--- src/rtl/packet_route_ctrl_if.sv ---
// Handshake bundle between the input flit buffer, the switch allocator and
// the per-port route controller. The controller connects through 'master'.
interface packet_route_ctrl_if #(
   parameter int FLIT_SIZE = 16
) ();
   logic [FLIT_SIZE-1:0] flit_i;
   logic                 empty_i;
   logic                 read_o;
   logic                 grant_i;
   logic                 credit_i;
   logic                 req_o;
   logic [2:0]           out_port_o;
   logic [FLIT_SIZE-1:0] flit_o;
   logic                 flit_valid_o;
   logic                 err_o;

   modport master (
      input  flit_i, empty_i, grant_i, credit_i,
      output read_o, req_o, out_port_o, flit_o, flit_valid_o, err_o
   );

   modport slave (
      output flit_i, empty_i, grant_i, credit_i,
      input  read_o, req_o, out_port_o, flit_o, flit_valid_o, err_o
   );
endinterface

--- src/rtl/packet_route_ctrl.sv ---
// Input-port packet controller: decodes head flits, XY-routes them, holds the
// switch request for the packet and forwards flits under grant and credits.
module packet_route_ctrl #(
   parameter int FLIT_SIZE   = 16,
   parameter int COORD_W     = 2,
   parameter int CUR_X       = 0,
   parameter int CUR_Y       = 0,
   parameter int BUFFER_SIZE = 8
) (
   input  logic                clk,
   input  logic                rst,
   packet_route_ctrl_if.master bus
);

   localparam int CW = $clog2(BUFFER_SIZE + 1);
   localparam logic [CW-1:0]      CRED_MAX = CW'(BUFFER_SIZE);
   localparam logic [COORD_W-1:0] CX       = COORD_W'(CUR_X);
   localparam logic [COORD_W-1:0] CY       = COORD_W'(CUR_Y);

   localparam logic [2:0] P_LOCAL = 3'd0;
   localparam logic [2:0] P_NORTH = 3'd1;
   localparam logic [2:0] P_EAST  = 3'd2;
   localparam logic [2:0] P_SOUTH = 3'd3;
   localparam logic [2:0] P_WEST  = 3'd4;

   typedef enum logic [1:0] {IDLE, ROUTING, ACTIVE} state_t;

   state_t              state_q;
   logic                req_q;
   logic [2:0]          out_port_q;
   logic                err_q;
   logic [CW-1:0]       credit_cnt_q;
   logic [COORD_W-1:0]  dest_x_q, dest_y_q;

   logic [1:0]          ftype;
   logic                is_head, is_last;
   logic                xfer, drop, cred_ovf;

   // X dimension is resolved fully before Y, which keeps the mesh deadlock-free.
   function automatic logic [2:0] xy_route(input logic [COORD_W-1:0] dx,
                                           input logic [COORD_W-1:0] dy);
      if (dx > CX)      return P_EAST;
      else if (dx < CX) return P_WEST;
      else if (dy > CY) return P_NORTH;
      else if (dy < CY) return P_SOUTH;
      else              return P_LOCAL;
   endfunction

   assign ftype   = bus.flit_i[FLIT_SIZE-1:FLIT_SIZE-2];
   assign is_head = (ftype == 2'b00) || (ftype == 2'b11);
   assign is_last = ftype[1];

   assign xfer     = (state_q == ACTIVE) && bus.grant_i && !bus.empty_i
                     && (credit_cnt_q != '0);
   assign drop     = (state_q == IDLE) && !bus.empty_i && !is_head;
   assign cred_ovf = bus.credit_i && !xfer && (credit_cnt_q == CRED_MAX);

   // Pops are masked during reset so a stray flit is never consumed then.
   assign bus.read_o       = (xfer || drop) && !rst;
   assign bus.flit_valid_o = xfer && !rst;
   assign bus.flit_o       = bus.flit_i;
   assign bus.req_o        = req_q;
   assign bus.out_port_o   = out_port_q;
   assign bus.err_o        = err_q;

   always_ff @(posedge clk or posedge rst) begin
      if (rst) begin
         state_q      <= IDLE;
         req_q        <= 1'b0;
         out_port_q   <= P_LOCAL;
         err_q        <= 1'b0;
         credit_cnt_q <= CRED_MAX;
         dest_x_q     <= '0;
         dest_y_q     <= '0;
      end else begin
         err_q <= drop || cred_ovf;

         if (xfer && !bus.credit_i)
            credit_cnt_q <= credit_cnt_q - 1'b1;
         else if (!xfer && bus.credit_i && (credit_cnt_q != CRED_MAX))
            credit_cnt_q <= credit_cnt_q + 1'b1;

         case (state_q)
            IDLE: begin
               if (!bus.empty_i && is_head) begin
                  dest_x_q <= bus.flit_i[2*COORD_W-1:COORD_W];
                  dest_y_q <= bus.flit_i[COORD_W-1:0];
                  state_q  <= ROUTING;
               end
            end
            ROUTING: begin
               out_port_q <= xy_route(dest_x_q, dest_y_q);
               req_q      <= 1'b1;
               state_q    <= ACTIVE;
            end
            ACTIVE: begin
               if (xfer && is_last) begin
                  req_q   <= 1'b0;
                  state_q <= IDLE;
               end
            end
            default: state_q <= IDLE;
         endcase
      end
   end

endmodule

--- src/flat_wrapper.sv ---
// flat-port wrapper written by rule: the top's interface ports become plain ports
module packet_route_ctrl_flat 
#(
   parameter int FLIT_SIZE   = 16,
   parameter int COORD_W     = 2,
   parameter int CUR_X       = 0,
   parameter int CUR_Y       = 0,
   parameter int BUFFER_SIZE = 8
)
  (clk, rst, bus_flit_i, bus_empty_i, bus_grant_i, bus_credit_i, bus_read_o, bus_req_o, bus_out_port_o, bus_flit_o, bus_flit_valid_o, bus_err_o);
  packet_route_ctrl_if #(.FLIT_SIZE(FLIT_SIZE)) bus_i ();
  input  logic clk;
  input  logic rst;
  input wire logic [$bits(bus_i.flit_i)-1:0] bus_flit_i;
  input wire logic [$bits(bus_i.empty_i)-1:0] bus_empty_i;
  input wire logic [$bits(bus_i.grant_i)-1:0] bus_grant_i;
  input wire logic [$bits(bus_i.credit_i)-1:0] bus_credit_i;
  output wire logic [$bits(bus_i.read_o)-1:0] bus_read_o;
  output wire logic [$bits(bus_i.req_o)-1:0] bus_req_o;
  output wire logic [$bits(bus_i.out_port_o)-1:0] bus_out_port_o;
  output wire logic [$bits(bus_i.flit_o)-1:0] bus_flit_o;
  output wire logic [$bits(bus_i.flit_valid_o)-1:0] bus_flit_valid_o;
  output wire logic [$bits(bus_i.err_o)-1:0] bus_err_o;
  assign bus_i.flit_i = bus_flit_i;
  assign bus_i.empty_i = bus_empty_i;
  assign bus_i.grant_i = bus_grant_i;
  assign bus_i.credit_i = bus_credit_i;
  assign bus_read_o = bus_i.read_o;
  assign bus_req_o = bus_i.req_o;
  assign bus_out_port_o = bus_i.out_port_o;
  assign bus_flit_o = bus_i.flit_o;
  assign bus_flit_valid_o = bus_i.flit_valid_o;
  assign bus_err_o = bus_i.err_o;
  packet_route_ctrl #(.FLIT_SIZE(FLIT_SIZE), .COORD_W(COORD_W), .CUR_X(CUR_X), .CUR_Y(CUR_Y), .BUFFER_SIZE(BUFFER_SIZE)) u_core (.clk(clk), .rst(rst), .bus(bus_i));
endmodule
--- config.mk ---
export PLATFORM = sky130hd
export DESIGN_NAME = packet_route_ctrl_flat
export DESIGN_NICKNAME = d
export VERILOG_FILES = /design/src/rtl/packet_route_ctrl_if.sv /design/src/rtl/packet_route_ctrl.sv /design/src/flat_wrapper.sv
export SDC_FILE = /design/constraint.sdc
export NUM_CORES = 1
export LEC_CHECK = 0
export ABC_AREA = 1
export CAP_MARGIN = 20
export CORE_MARGIN = 2
export CORE_UTILIZATION = 39
export CTS_CLUSTER_DIAMETER = 50
export DETAILED_ROUTE_END_ITERATION = 10
export HOLD_SLACK_MARGIN = 0.12
export PLACE_DENSITY = 0.75
export SETUP_SLACK_MARGIN = 0.3
export SLEW_MARGIN = 10
export SYNTH_ARGS = -nofsm -noshare
export SYNTH_HDL_FRONTEND = slang
export SYNTH_SLANG_ARGS = --single-unit
--- constraint.sdc ---
create_clock -name clk -period 1.9 [get_ports clk]
set_clock_uncertainty 0.1 [all_clocks]
set_input_delay 0.285 -clock clk [delete_from_list [all_inputs] [get_ports clk]]
set_output_delay 0.285 -clock clk [all_outputs]
set_load 0.01 [all_outputs]
==> results_tabular.tex, run 1 <==
\begin{tabular}{lr}
\hline
Metric & Value \\
\hline
\multicolumn{2}{l}{\textbf{Run status}} \\
\quad Status & completed \\
\multicolumn{2}{l}{\textbf{Floorplan}} \\
\quad Die ar. & 2640 sq um \\
\quad Initial Utilization & 40.4\% \\
\quad Vertical extent of the die & $\sim$50 microns \\
\quad I/O pin count & 44 \\
\quad Placeable core area & approximately 2200 sq um \\
\quad Number of rows in the core area & 17 \\
\quad Horiz. Die Dim & between 50 and 60 microns \\
\multicolumn{2}{l}{\textbf{Routing}} \\
\quad Remaining antenna violation count & 0 \\
\quad Routed wire per std cell & about 10 microns \\
\quad Per-cell via count in the routed design & roughly 4.6 \\
\quad Aggregate routed wire length & about 1700 microns \\
\quad TritonRoute pass-1 iters & 4 \\
\quad Drt first-iter violations & 13 \\
\quad Number of vias in the routed layout & about 770 \\
\quad Drc violations & 0 \\
\multicolumn{2}{l}{\textbf{Timing}} \\
\quad Final setup TNS & 0 ps \\
\quad Max Fclk & about 0.57 GHz \\
\quad Final count of negative-setup-slack endpoints & 0 \\
\quad Slew of the pin with the lowest slew margin & 511 ps \\
\quad Slack of the critical path & between 100 and 150 ps \\
\quad Final count of hold timing violations & 0 \\
\quad Final critical path time including I/O delays and setup & around 1800 ps \\
\quad Fin crit share & between 90\% and 100\% \\
\quad Relative slew slack & around two thirds \\
\quad Number of max-slew violations in the final report & 0 \\
\quad Hold slack & $\sim$320 ps \\
\quad RSZ-0062 raised after global routing & yes \\
\multicolumn{2}{l}{\textbf{Setup path}} \\
\quad CP max-delay cell & sky130\_fd\_sc\_hd\_\_clkdlybuf4s50\_1 \\
\quad Data required time at the worst endpoint & $\sim$1500 ps \\
\quad WS Path Type & in -> out \\
\quad Arrival @ worst endpoint & roughly 1400 ps \\
\quad Kind of start point of the critical path & primary input \\
\quad Delay of the slowest cell on the worst path & slightly above 400 ps \\
\quad Crit path capture type & output pin \\
\quad Cell breakdown of the critical path & clkdlybuf4s50\_1 > inv\_2 > nand2\_4 > buf\_4 > nor2\_2 > nand2\_1 > a21oi\_1 > buf\_2 \\
\quad Biggest fanout along the worst timing path & 2 \\
\multicolumn{2}{l}{\textbf{Final layout}} \\
\quad Antenna fix cells & 0 \\
\quad Layout area overhead & 35.8\% \\
\quad Number of nets in the finished design & 165 \\
\quad Cell Count, Final, Fillers Out & between 150 and 200 \\
\quad Layout cell share with drive strength beyond 1 & 28.9\% \\
\quad Fill cells & between 200 and 250 \\
\quad Share of the core filled with cells & between 50 and 60\% \\
\multicolumn{2}{l}{\textbf{Clocking}} \\
\quad Total CTS buffers & 3 \\
\quad Maximum count of clock buffers along a single path & 2 \\
\quad CTS root buffer & sky130\_fd\_sc\_hd\_\_clkbuf\_4 \\
\quad Hold buffers post-CTS & 0 \\
\quad Clock latency of the later-clocked register in the worst-skew pair & 270 ps \\
\quad Clock-pin slew on the worst setup and hold paths & roughly 80 ps \\
\quad \# H-tree levels & 1 \\
\quad TritonCTS clock tree & built \\
\quad CTS sink count & 14 \\
\multicolumn{2}{l}{\textbf{Global route}} \\
\quad Global-route wire length before repair & roughly 2700 microns \\
\quad Global router's overall resource usage & about 14\% \\
\quad Remaining Overflow, GRT & 0 \\
\quad Number of global-route vias before repair & approximately 700 \\
\quad Antenna violations before repair & 0 \\
\quad Maximum number of pins on one net before global-route repair & 15 \\
\multicolumn{2}{l}{\textbf{Placement}} \\
\quad Placed cell count & 160 \\
\quad Count of port buffers added during placement & 22 \\
\quad Weighted congestion reported at the end of routability-driven placement & 0.832 \\
\quad Worst setup timing slack at the placement stage & -213 ps \\
\quad HPWL after detailed placement & roughly 1300 microns \\
\multicolumn{2}{l}{\textbf{Hold path}} \\
\quad Hold crit path type & in -> async \\
\multicolumn{2}{l}{\textbf{Yosys}} \\
\quad Number of nets in the synthesized netlist & $\sim$140 \\
\quad Synthesized instance count & approximately 120 \\
\quad YS warnings & 0 \\
\quad Fraction of the yosys area taken by sequential cells & between 40\% and 50\% \\
\quad Synthesized cell area & a little under 900 sq um \\
\quad Post-synth cell types & 19 \\
\quad Post-synthesis area per instance & between 7 and 8 sq um \\
\quad Synthesis-stage register bit count & 14 \\
\quad Top cells by area, synth & sky130\_fd\_sc\_hd\_\_dfrtp\_1 37\%, sky130\_fd\_sc\_hd\_\_buf\_4 15\%, sky130\_fd\_sc\_hd\_\_nand2\_1 15\% \\
\quad Share of the synthesized area in the top cell type & between 30 and 40\% \\
\quad Synth area leader & sky130\_fd\_sc\_hd\_\_dfrtp\_1 \\
\multicolumn{2}{l}{\textbf{Flow run}} \\
\quad Max-capacitance violation count & 0 \\
\multicolumn{2}{l}{\textbf{Power}} \\
\quad Leakage component of the power & 0.641 nW \\
\quad Max IR drop VDD & roughly 520 uV \\
\quad Total power density per cell area & between 1000 and 1500 nW/um\^{}2 \\
\hline
\end{tabular}
-- layer usage --
metal  track usage, %  vias up  wire (microns)
met1             14.9      356             747
li1                 -      387               -
met3             3.22        6             111
met2             23.5       25             856
met5                0        -               0
met4             8.77        0              17
-- sequential cells by signal, summed over array words and instances (netlist names) --
signal / cells
u_core.credit_cnt_q: 4
u_core.dest_y_q: 2
u_core.state_q: 2
u_core.bus.err_o: 1
u_core.bus.req_o: 1
u_core.bus.out_port_o: 2
u_core.dest_x_q: 2
-- layout make-up --
| class | count | area [sq um] | area share (%) |
|---|---|---|---|
| Inverter | 16 | 60.1 | 5.04 |
| Sequential cell | 14 | 352 | 29.5 |
| Timing Repair Buffer | 38 | 338 | 28.4 |
| Multi-Input combinational cell | 70 | 380 | 31.9 |
| Tap cell | 28 | 35.0 | 2.94 |
| Clock buffer | 4 | 26.3 | 2.21 |
-- cells in the mapped netlist --
master and instances:
sky130_fd_sc_hd__nand2_1 34, sky130_fd_sc_hd__buf_4 17, sky130_fd_sc_hd__inv_1 16, sky130_fd_sc_hd__dfrtp_1 13, sky130_fd_sc_hd__nor2_1 10, sky130_fd_sc_hd__nand3_1 6, sky130_fd_sc_hd__o21ai_0 4, sky130_fd_sc_hd__nand2_2 3
sky130_fd_sc_hd__xor2_1 3, sky130_fd_sc_hd__nand4_1 2, sky130_fd_sc_hd__a21oi_1 1, sky130_fd_sc_hd__a22oi_1 1, sky130_fd_sc_hd__conb_1 1, sky130_fd_sc_hd__dfstp_2 1, sky130_fd_sc_hd__ha_1 1, sky130_fd_sc_hd__nand3_2 1
sky130_fd_sc_hd__nor2_4 1, sky130_fd_sc_hd__o21a_1 1, sky130_fd_sc_hd__o21bai_1 1
-- cell families (layout without fill, tap and decap cells) --
logic type      after synthesis  count (layout)  share of synthesized area [%]
compound gates                8               8                           5.42
simple gates                 57              57                           28.2
other cells                   1               1                          0.428
fa+ha+maj                     1               1                           1.43
buf+inv                      33              58                           21.4
flops                        14              14                           40.1
xor+xnor                      3               3                           3.00
-- report_power, final --
| group | switching, W | leakage (nW) | internal (W) | total, W |
|---|---|---|---|---|
| combinational | 0.000365 | 0.457 | 0.000348 | 0.000713 |
| clock | 0.0000870 | 0.0150 | 0.0000812 | 0.000168 |
| sequential | 0.0000811 | 0.169 | 0.000435 | 0.000516 |
| total | 0.000533 | 0.641 | 0.000864 | 0.00140 |
-- placed cells by master (no fill, tap or decap), drive strengths merged --
cell type      Yosys  final
nand2             37     37
dlygate4sd2        0      6
conb               1      1
dfstp              1      1
o21ai              4      4
dlymetal6s2s       0      3
nor2              11     11
a22oi              1      1
nand4              2      2
dfrtp             13     13
a21oi              1      1
clkbuf             0      4
o21bai             1      1
clkdlybuf4s50      0     11
xor2               3      3
ha                 1      1
inv               16     16
nand3              7      7
buf               17     18
o21a               1      1
-- critical path, delay by kind of cell --
| family | cells | cell delay, ps |
|---|---|---|
| AO/OA/AOI/OAI | 1 | 120 |
| buffers and inverters | 4 | 750 |
| AND/OR/NAND/NOR | 3 | 230 |
-- path summary, 6_finish.rpt --
| kind | slack [ps] | depth (start not counted) | from | to |
|---|---|---|---|---|
| worst max register to register | 200 | 13 | u_core.state_q[0] | u_core.credit_cnt_q[3] |
| worst min-delay path | 320 | 2 | rst | u_core.dest_y_q[0] |
| max in group asynchronous | 1020 | 2 | rst | u_core.credit_cnt_q[3] |
| min in group clk | 390 | 4 | bus_flit_i[15] | u_core.bus.err_o |
| worst min register to register | 390 | 2 | u_core.dest_y_q[1] | u_core.dest_y_q[1] |
| worst max-delay path | 130 | 8 | bus_empty_i | bus_read_o |
-- metrics by stage --
stage | cell area, sq um | total power [W]
3_3_place_gp | 1080 | 0.00113
6_report | 1190 | 0.00140
5_1_grt | 1190 | 0.00153
2_1_floorplan | 877 | 0.000916
4_1_cts | 1140 | 0.00138
3_5_place_dp | 1080 | 0.00115
-- repair_timing --
| item | CTS | global route |
|---|---|---|
| gates resized for setup | 24 | 12 |
| cloned | 0 | 0 |
| pin swaps | 8 | 9 |
| endpoints found under the setup margin | 11 | 11 |
| buffers inserted | 3 | 3 |
(Power assumes the default switching activity.)
==> run 2, diff against run 1 <==
- ABC_AREA: 1 -> unset
- CORE_UTILIZATION: 39 -> 35
- PLACE_DENSITY: 0.75 -> 0.68
==> run 2 against run 1 <==
Net effect:
- the run now ends with setup timing left
- total power is 4.4% higher
- global-route usage is 0.39 points higher
- clock-buffer cell count stayed put
- routed wire length is 12% higher
- largest power group unchanged
- highest routed layer unchanged
==> results_tabular.tex, run 2 <==
\begin{tabular}{lr}
\hline
Metric & Value \\
\hline
\multicolumn{2}{l}{\textbf{Clocking}} \\
\quad Clock-pin slew on the worst setup and hold paths & around 100 ps \\
\quad CTS root buffer & sky130\_fd\_sc\_hd\_\_clkbuf\_4 \\
\quad Clock latency of the later-clocked register in the worst-skew pair & roughly 300 ps \\
\quad \# H-tree levels & 1 \\
\quad Hold buffers post-CTS & 0 \\
\quad Total CTS buffers & 3 \\
\quad CTS sink count & 14 \\
\quad TritonCTS clock tree & built \\
\quad Maximum count of clock buffers along a single path & 2 \\
\multicolumn{2}{l}{\textbf{Setup path}} \\
\quad Kind of start point of the critical path & register \\
\quad WS Path Type & reg -> reg \\
\quad Dominant delay contributor by cell family on the critical path & simple AND/OR/NAND/NOR gates \\
\quad CP Buf/Inv Count & 0 \\
\quad Cell breakdown of the critical path & or3\_4 > o21ai\_4 > nor2\_2 > xnor2\_1 > ha\_2 > nand2\_1 > a211o\_1 > o41ai\_2 > xor2\_1 \\
\quad CP max-delay cell & sky130\_fd\_sc\_hd\_\_or3\_4 \\
\quad Delay of the slowest cell on the worst path & between 400 and 500 ps \\
\quad Data required time at the worst endpoint & $\sim$2000 ps \\
\quad Biggest fanout along the worst timing path & 2 \\
\quad Crit path capture type & register \\
\quad Arrival @ worst endpoint & 2200 ps \\
\multicolumn{2}{l}{\textbf{Yosys}} \\
\quad YS warnings & 0 \\
\quad Synthesized instance count & between 90 and 100 \\
\quad Post-synth top flop & sky130\_fd\_sc\_hd\_\_dfrtp\_1 \\
\quad Leading cell type by number of instances after synthesis & sky130\_fd\_sc\_hd\_\_buf\_4 \\
\quad Synthesized cell area & a little under 900 sq um \\
\quad Number of nets in the synthesized netlist & 116 \\
\quad Top cells by area, synth & sky130\_fd\_sc\_hd\_\_dfrtp\_1 37\%, sky130\_fd\_sc\_hd\_\_buf\_4 14\%, sky130\_fd\_sc\_hd\_\_mux2\_2 5.1\% \\
\quad Async set or reset register ratio after synthesis & 100\% \\
\quad Post-synth cell types & 34 \\
\quad Post-synthesis area per instance & about 9.4 sq um \\
\quad Number of enable-type register cells in the synthesized netlist & 0 \\
\quad Share of the synthesized area in the top cell type & 36.9\% \\
\quad Ranking of synthesized cells by instance count & 17 x sky130\_fd\_sc\_hd\_\_buf\_4, 13 x sky130\_fd\_sc\_hd\_\_dfrtp\_1, 8 x sky130\_fd\_sc\_hd\_\_nand2\_1, 6 x sky130\_fd\_sc\_hd\_\_o21ai\_0 \\
\quad Synthesis-stage register bit count & 14 \\
\quad Synth area leader & sky130\_fd\_sc\_hd\_\_dfrtp\_1 \\
\quad Fraction of the yosys area taken by sequential cells & approximately two fifths \\
\multicolumn{2}{l}{\textbf{Routing}} \\
\quad TritonRoute pass-1 iters & 4 \\
\quad Drc violations & 0 \\
\quad Aggregate routed wire length & approximately 1900 microns \\
\quad Routed wire per std cell & between 10 and 15 microns \\
\quad Remaining antenna violation count & 0 \\
\quad Number of vias in the routed layout & between 700 and 800 \\
\quad Per-cell via count in the routed design & roughly 4.9 \\
\quad Drt first-iter violations & 13 \\
\multicolumn{2}{l}{\textbf{Global route}} \\
\quad Number of global-route vias before repair & approximately 620 \\
\quad Global router's overall resource usage & between 10\% and 20\% \\
\quad Global-route wire length before repair & about 2900 microns \\
\quad Remaining Overflow, GRT & 0 \\
\quad Antenna violations before repair & 0 \\
\quad Maximum number of pins on one net before global-route repair & 15 \\
\multicolumn{2}{l}{\textbf{Final layout}} \\
\quad Layout cell share with drive strength beyond 1 & a little under a third \\
\quad Layout area overhead & 34.3\% \\
\quad Register name with the most flops & u\_core.credit\_cnt\_q \\
\quad Leading cell type in the layout, fill and taps excluded & sky130\_fd\_sc\_hd\_\_buf\_4 \\
\quad Antenna fix cells & 0 \\
\quad Leading cell types in the layout, fill and taps excluded & 14 x sky130\_fd\_sc\_hd\_\_buf\_4, 13 x sky130\_fd\_sc\_hd\_\_dfrtp\_1, 11 x sky130\_fd\_sc\_hd\_\_clkdlybuf4s50\_1, 8 x sky130\_fd\_sc\_hd\_\_nand2\_1, 6 x sky130\_fd\_sc\_hd\_\_dlygate4sd2\_1 \\
\quad Flip-flop count of the largest register, all copies and words added & 4 \\
\quad Number of nets in the finished design & $\sim$140 \\
\quad Final Cell Area & approximately 1200 sq um \\
\multicolumn{2}{l}{\textbf{Timing}} \\
\quad Final critical path time including I/O delays and setup & 2080 ps \\
\quad Fin crit share & 109\% \\
\quad Number of max-slew violations in the final report & 0 \\
\quad Final count of negative-setup-slack endpoints & 4 \\
\quad RSZ-0062 raised after global routing & yes \\
\quad Final count of hold timing violations & 0 \\
\quad Slack of the critical path & -178 ps \\
\quad Relative slew slack & 63.9\% \\
\quad Final setup TNS & -530 ps \\
\quad Max Fclk & 0.481 GHz \\
\quad Slew of the pin with the lowest slew margin & approximately 540 ps \\
\multicolumn{2}{l}{\textbf{Floorplan}} \\
\quad Horiz. Die Dim & 54.2 microns \\
\quad Initial Utilization & between 30 and 40\% \\
\quad Die ar. & about 2900 sq um \\
\quad I/O pin count & 44 \\
\quad Number of rows in the core area & 18 \\
\quad Placeable core area & $\sim$2400 sq um \\
\quad Vertical extent of the die & between 50 and 60 microns \\
\multicolumn{2}{l}{\textbf{Placement}} \\
\quad Weighted congestion reported at the end of routability-driven placement & a little over 0.8 \\
\quad Worst setup timing slack at the placement stage & -448 ps \\
\quad HPWL after detailed placement & around 1400 microns \\
\quad Count of port buffers added during placement & 22 \\
\quad Dpl cell area & roughly 1100 sq um \\
\multicolumn{2}{l}{\textbf{Power}} \\
\quad Max IR drop VDD & about 510 uV \\
\quad Leakage component of the power & $\sim$0.56 nW \\
\quad Total power density per cell area & 1230 nW/um\^{}2 \\
\multicolumn{2}{l}{\textbf{Flow run}} \\
\quad Max-capacitance violation count & 0 \\
\multicolumn{2}{l}{\textbf{Run status}} \\
\quad Status & finished, violations left \\
\quad Violations in the final reports & setup timing \\
\multicolumn{2}{l}{\textbf{Hold path}} \\
\quad Hold crit path type & in -> async \\
\hline
\end{tabular}
==> run 2: cell count changes after synthesis, sizes merged, moves of 4 or more <==
cell,delta
nor2,-6
inv,-11
nand2b,+4
mux2,+4
nand2,-29
nand3,-6
==> run 2: path summary, 6_finish.rpt <==
kind	from	end	slack (ps)	cells after the start
min in group clk	u_core.bus.out_port_o[1]	u_core.bus.out_port_o[1]	380	2
max reg2reg	u_core.credit_cnt_q[0]	u_core.credit_cnt_q[2]	-180	9
min	rst	u_core.credit_cnt_q[0]	300	2
max in group asynchronous	rst	u_core.credit_cnt_q[3]	1030	2
max	u_core.credit_cnt_q[0]	u_core.credit_cnt_q[2]	-180	9
min reg2reg	u_core.bus.out_port_o[1]	u_core.bus.out_port_o[1]	380	2
==> run 2: per-stage QoR <==
stage	power, W	instances	util, %	hold WS (ps)
finish	0.00146	146	48.7	298
global route	0.00157	146	48.7	358
CTS	0.00145	145	48.0	333
floorplan	0.000954	94	-	73.5
detailed placement	0.00121	139	45.3	376
global placement	0.00117	139	45.3	365
==> run 2: repair_timing <==
action | CTS | global route
gates resized for setup | 19 | 5
buffers inserted | 2 | 1
setup endpoints to repair | 11 | 10
pin swaps | 6 | 5
==> run 2: final cells by class <==
| class | instances | area [sq um] |
|---|---|---|
| fill | 217 | 1250 |
| multi-input combinational | 55 | 394 |
| sequential | 14 | 352 |
| timing repair buffer | 38 | 347 |
| tap | 30 | 37.5 |
| clock buffer | 4 | 36.3 |
| inverter | 5 | 18.8 |
==> run 2: per-layer routing <==
layer	track usage, %	vias to the layer above	wire (microns)
met1	17.5	328	840
met5	0	-	0
met3	1.67	7	111
li1	-	352	-
met2	23.3	30	928
met4	7.92	0	56
==> run 2: report_power, final <==
group          internal, W  switching, W
registers         0.000436     0.0000752
clock network     0.000117      0.000111
logic             0.000377      0.000344
total             0.000930      0.000530
==> run 2: logic make-up after synthesis <==
family                   Yosys count  synth area share, %
AO/OA/AOI/OAI                     19                 13.8
XOR/XNOR                           3                 2.98
adder cells (fa/ha/maj)            1                 1.42
buffers and inverters             25                 18.9
flip-flops                        14                 39.9
multiplexers                       5                 6.24
other                              1                0.425
AND/OR/NAND/NOR                   26                 16.5
==> run 2: worst reg2reg max path, cell delays in order, from the launching register on <==
cell and delay, ps:
sky130_fd_sc_hd__dfrtp_1 390, sky130_fd_sc_hd__or3_4 420, sky130_fd_sc_hd__o21ai_4 150, sky130_fd_sc_hd__nor2_2 50
sky130_fd_sc_hd__xnor2_1 140, sky130_fd_sc_hd__ha_2 220, sky130_fd_sc_hd__nand2_1 50, sky130_fd_sc_hd__a211o_1 250
sky130_fd_sc_hd__o41ai_2 70, sky130_fd_sc_hd__xor2_1 180
==> run 3, diff against run 2 <==
- SLEW_MARGIN: 10 -> unset
==> results of run 3 <==
Same layout as run 2: the final DEF is identical, and so are final timing and power.
